--- config.mk ---
export PLATFORM = sky130hd
export DESIGN_NAME = control_unit
export DESIGN_NICKNAME = d
export VERILOG_FILES = /design/src/rtl/control_unit.sv
export SDC_FILE = /design/constraint.sdc
export NUM_CORES = 1
export LEC_CHECK = 0
export ABC_AREA = 1
export CORE_UTILIZATION = 25
export DETAILED_ROUTE_END_ITERATION = 8
export DONT_BUFFER_PORTS = 1
export GPL_TIMING_DRIVEN = 0
export SLEW_MARGIN = 5
export SYNTH_ARGS = -nofsm -noshare
export SYNTH_HDL_FRONTEND = slang
export SYNTH_SLANG_ARGS = --single-unit
--- constraint.sdc ---
create_clock -name clk -period 2 [get_ports clk]
set_clock_uncertainty 0.1 [all_clocks]
set_input_delay 0.3 -clock clk [delete_from_list [all_inputs] [get_ports clk]]
set_output_delay 0.3 -clock clk [all_outputs]
set_load 0.05 [all_outputs]
--- src/rtl/control_unit.sv ---
// Multi-cycle control unit for the mycpu core: IR plus RST/INF/EX0/XL1/HLT
// sequencer, decoding opcodes into datapath and function-unit controls.
module control_unit #(
  parameter int IW  = 16,
  parameter int RAW = 3
) (
  input  logic           clk,
  input  logic           rst_n,
  input  logic [IW-1:0]  ir_in,
  input  logic           z_in,
  input  logic           n_in,
  output logic [RAW-1:0] da,
  output logic [RAW-1:0] aa,
  output logic [RAW-1:0] ba,
  output logic           mb,
  output logic [3:0]     fs,
  output logic [1:0]     md,
  output logic           rw,
  output logic           mm,
  output logic           mw,
  output logic           io_we,
  output logic           pi,
  output logic           pl,
  output logic           jb,
  output logic           halted,
  output logic           ill_op,
  output logic [3:0]     state_out
);

  typedef enum logic [3:0] {
    S_RST = 4'd0,
    S_INF = 4'd1,
    S_EX0 = 4'd2,
    S_XL1 = 4'd3,
    S_HLT = 4'd4
  } cu_state_t;

  typedef enum logic [6:0] {
    OP_LD  = 7'h10,
    OP_IOR = 7'h11,
    OP_ST  = 7'h20,
    OP_IOW = 7'h21,
    OP_ADI = 7'h42,
    OP_LDI = 7'h4C,
    OP_BRZ = 7'h60,
    OP_BRN = 7'h61,
    OP_JMP = 7'h70,
    OP_XXL = 7'h7E,
    OP_HAL = 7'h7F
  } opcode_t;

  typedef enum logic [3:0] {
    FMOVA = 4'h0, FINC = 4'h1, FADD = 4'h2, FSUB = 4'h5,
    FDEC  = 4'h6, FAND = 4'h8, FOR  = 4'h9, FXOR = 4'hA,
    FNOT  = 4'hB, FMOVB = 4'hC, FSHR = 4'hD, FSHL = 4'hE,
    FCLR  = 4'hF
  } fs_t;

  cu_state_t   state_q;
  logic [IW-1:0] ir_q;

  logic [6:0]     op;
  logic [RAW-1:0] dr, sa, sb;
  logic           is_alu;

  assign op     = ir_q[IW-1 -: 7];
  assign dr     = ir_q[3*RAW-1 -: RAW];
  assign sa     = ir_q[2*RAW-1 -: RAW];
  assign sb     = ir_q[RAW-1:0];
  assign is_alu = (op[6:4] == 3'b000);

  always_ff @(posedge clk) begin
    if (!rst_n) begin
      state_q <= S_RST;
      ir_q    <= '0;
    end else begin
      unique case (state_q)
        S_RST: state_q <= S_INF;
        S_INF: begin
          ir_q    <= ir_in;
          state_q <= S_EX0;
        end
        S_EX0: begin
          if (op == OP_XXL)      state_q <= S_XL1;
          else if (op == OP_HAL) state_q <= S_HLT;
          else                   state_q <= S_INF;
        end
        S_XL1:   state_q <= S_INF;
        S_HLT:   state_q <= S_HLT;
        default: state_q <= S_RST;
      endcase
    end
  end

  logic [RAW-1:0] da_c, aa_c, ba_c;
  fs_t            fs_c;
  logic [1:0]     md_c;
  logic mb_c, rw_c, mm_c, mw_c, io_c;
  logic pi_c, pl_c, jb_c, hlt_c, ill_c;

  always_comb begin
    da_c  = '0;
    aa_c  = '0;
    ba_c  = '0;
    fs_c  = FMOVA;
    md_c  = 2'b00;
    mb_c  = 1'b0;
    rw_c  = 1'b0;
    mm_c  = 1'b0;
    mw_c  = 1'b0;
    io_c  = 1'b0;
    pi_c  = 1'b0;
    pl_c  = 1'b0;
    jb_c  = 1'b0;
    hlt_c = 1'b0;
    ill_c = 1'b0;
    unique case (state_q)
      S_INF: mm_c = 1'b1;
      S_EX0: begin
        da_c = dr;
        aa_c = sa;
        ba_c = sb;
        unique case (1'b1)
          is_alu: begin
            fs_c = fs_t'(op[3:0]);
            rw_c = 1'b1;
            pi_c = 1'b1;
          end
          (op == OP_LDI): begin
            fs_c = FMOVB;
            mb_c = 1'b1;
            rw_c = 1'b1;
            pi_c = 1'b1;
          end
          (op == OP_ADI): begin
            fs_c = FADD;
            mb_c = 1'b1;
            rw_c = 1'b1;
            pi_c = 1'b1;
          end
          (op == OP_LD): begin
            md_c = 2'b01;
            rw_c = 1'b1;
            pi_c = 1'b1;
          end
          (op == OP_ST): begin
            mw_c = 1'b1;
            pi_c = 1'b1;
          end
          (op == OP_IOR): begin
            md_c = 2'b10;
            rw_c = 1'b1;
            pi_c = 1'b1;
          end
          (op == OP_IOW): begin
            io_c = 1'b1;
            pi_c = 1'b1;
          end
          (op == OP_BRZ): begin
            pl_c = z_in;
            pi_c = ~z_in;
          end
          (op == OP_BRN): begin
            pl_c = n_in;
            pi_c = ~n_in;
          end
          (op == OP_JMP): begin
            pl_c = 1'b1;
            jb_c = 1'b1;
          end
          (op == OP_HAL): begin
          end
          (op == OP_XXL): begin
            fs_c = FXOR;
            rw_c = 1'b1;
          end
          default: begin
            ill_c = 1'b1;
            pi_c  = 1'b1;
          end
        endcase
      end
      // second half of XXL: invert the XOR result in place
      S_XL1: begin
        aa_c = dr;
        da_c = dr;
        fs_c = FNOT;
        rw_c = 1'b1;
        pi_c = 1'b1;
      end
      S_HLT:   hlt_c = 1'b1;
      default: begin
      end
    endcase
  end

  assign da        = da_c;
  assign aa        = aa_c;
  assign ba        = ba_c;
  assign mb        = mb_c;
  assign fs        = fs_c;
  assign md        = md_c;
  assign mm        = mm_c;
  assign jb        = jb_c;
  assign halted    = hlt_c;
  assign ill_op    = ill_c;
  assign state_out = state_q;
  // writes are suppressed the moment reset asserts, ahead of the edge
  assign rw        = rw_c & rst_n;
  assign mw        = mw_c & rst_n;
  assign io_we     = io_c & rst_n;
  assign pi        = pi_c & rst_n;
  assign pl        = pl_c & rst_n;

endmodule

==> results.ini <==
[clock_network]
cts_tree = done
cts_buffers = 3
clockRootBuffer = clkbuf_8
clk_latency_ps = 250
htreeDepth = 1
hold_buffers = 0
cts_max_path_buffers = 2
cts.sinks = 19
clk_pin_slew_worst_paths_ps = 70

[pwr]
ir_worst_vdd_mv = 0.432
power.density_mw_per_mm2 = 609
p_leak_nw = 0.636

[finish]
multi_input_comb_area_um2 = 922
final_cell_mix = inv_1 (23), nand2_1 (20), a21oi_1 (17)
final_common_cell = inv_1
fillers = 457
synthToLayoutAreaGrowth_pct = 54.5
seqCellArea_um2 = 395
n_antenna_cell = 0
finalNetCount = 219
drive_gt1_frac = 0.439

[global_routing]
grt_first_pass_wirelength_mm = 5.71
grt_max_degree = 11
antenna_found_initial = 0
grt_use_total = 0.164
grt_overflow = 0
grt_pass1_vias = 1212

[timing]
finalHoldViolCount = 0
worstMarginPinSlew_ps = 912
relSlewSlack = 0.389
maxSlewViolCount = 0
final.setup.worst_slack_ps = -98.9
finalHoldWorstSlack_ps = 74.6
max_freq_mhz = 476
post-route-period-util = 1.05
rsz0062_at_grt = yes
setup_viol = 17
period_minus_slack_ps = 2100
tns_ps = -500

[synthesis]
yosys_warnings = 0
syn_inst = 182
synth.cell_area_mm2 = 0.00111
synth-seq-cells = 19
synth_top_cell_by_area = dfxtp_1
synth_nets = 202
yosys.cell_types.count = 27
postSynthAreaPerCell_um2 = 6.12
seq_area_frac_synth = 0.342
yosys-top-cells-area = dfxtp_1 (34%), nand2_1 (11%), nor2_1 (10%), a21oi_1 (10%), inv_1 (9.1%)
synth.top_cell.area_share = 0.342

[floorplan]
fp.dieH_um = 68.7
core_area_mm2 = 0.00414
ioPinCount = 49
start_util = 0.269
fp.dieArea_mm2 = 0.00473
num_rows = 23
die_w_um = 68.7

[placed_design]
place_hpwl_mm = 2.42
io_buffers = 0
gp_congestion = 0.829

[routing]
drc = 0
via_per_inst = 5.01
routed_wl_mm = 3.59
post_drt_wl_per_cell_um = 14.5
ant_nets = 0
vias = 1242
drt-initial-drc-count = 45
first_pass_iters = 4

[worst_setup_path]
cp-start-kind = flip-flop
worstSetupEndpointType = output port
cp.required_ps = 1600
crit_fanout = 3
worst-setup-path-type = flip-flop to output port
arrival_ps = 1700
rrSetupSlack_ps = 200

[status]
status = complete, but fails checks
violations = setup timing

[hold_path]
hold_class = primary input to flip-flop

[job]
maxCapViolCount = 0

-- critical path: stages (launching register included) --
cell	delay (ps)
dfxtp_4	470
inv_4	70
buf_6	120
nor2_4	100
nand2_4	80
nor4_4	590
-- state kept, by name, summed over array words and instances, names as in the netlist --
register	count
state_out	3
ir_q	16
-- power by group --
part / switching (W) / internal [W]
logic: 0.000232 / 0.0000960
registers: 0.0000415 / 0.000413
clock network: 0.000124 / 0.000142
total: 0.000397 / 0.000650
-- per-layer routing --
layer,vias to the layer above,share of wire,global-route usage
li1,623,-,-
met1,571,0.46,0.218
met2,43,0.47,0.276
met3,5,0.060,0.0280
met4,0,0.0095,0.0383
met5,-,0,0
-- per-stage QoR --
stage	instances	instance area (um2)	setup WS (ps)	power, W	util
2_1_floorplan	182	1180	-115	0.000637	-
3_3_place_gp	232	1240	-342	0.000677	0.300
3_5_place_dp	232	1240	-336	0.000678	0.300
4_1_cts	246	1610	-136	0.00101	0.387
5_1_grt	248	1720	-160	0.00110	0.415
6_report	248	1720	-98.9	0.00105	0.415
-- worst paths after layout --
kind	from	end	depth (start not counted)
max	state_out[1]$_SDFF_PN0_	mw	5
max reg2reg	state_out[2]$_SDFF_PN0_	state_out[2]$_SDFF_PN0_	4
min reg2reg	ir_q[0]$_SDFFE_PN0P_	ir_q[0]$_SDFFE_PN0P_	2
min	rst_n	ir_q[3]$_SDFFE_PN0P_	2
-- synthesized netlist by cell type --
master / n
o211ai_1: 1
nand3_2: 1
inv_1: 27
o22ai_1: 3
and3_1: 1
o21ai_0: 17
nor2_2: 1
o21ai_1: 1
nor3_1: 2
nand2_1: 32
nand4_1: 1
buf_2: 2
nand3_1: 7
buf_4: 1
clkbuf_1: 1
inv_2: 3
a21oi_1: 23
buf_6: 1
a31oi_1: 1
nor4_1: 1
o21bai_1: 1
nor2_1: 31
o31ai_1: 1
dfxtp_1: 19
nor2_4: 1
buf_1: 1
conb_1: 1
-- cell type report --
class | instances | share of cell area
repair buffers | 11 | 0.0618
clock buffers | 4 | 0.0262
inverters | 30 | 0.0793
well taps | 50 | 0.0364
flip-flops and latches | 19 | 0.230
plain buffers | 6 | 0.0211
multi-input cells | 127 | 0.536
repair inverters | 1 | 0.00945
-- cells by family after synthesis --
logic type             after synthesis  synth area share
AO/OA/AOI/OAI                       48             0.227
buffers and inverters               36             0.134
other                                1           0.00337
AND/OR/NAND/NOR                     78             0.294
flip-flops                          19             0.342
-- what timing repair did --
action | in CTS | in global routing
cloned | 1 | 0
pin swaps | 13 | 13
endpoints found under the hold margin | 0 | 0
setup endpoints to repair | 25 | 21
gates resized for setup | 61 | 33
buffers inserted | 9 | 3
Power figures use the tool's default switching activity.
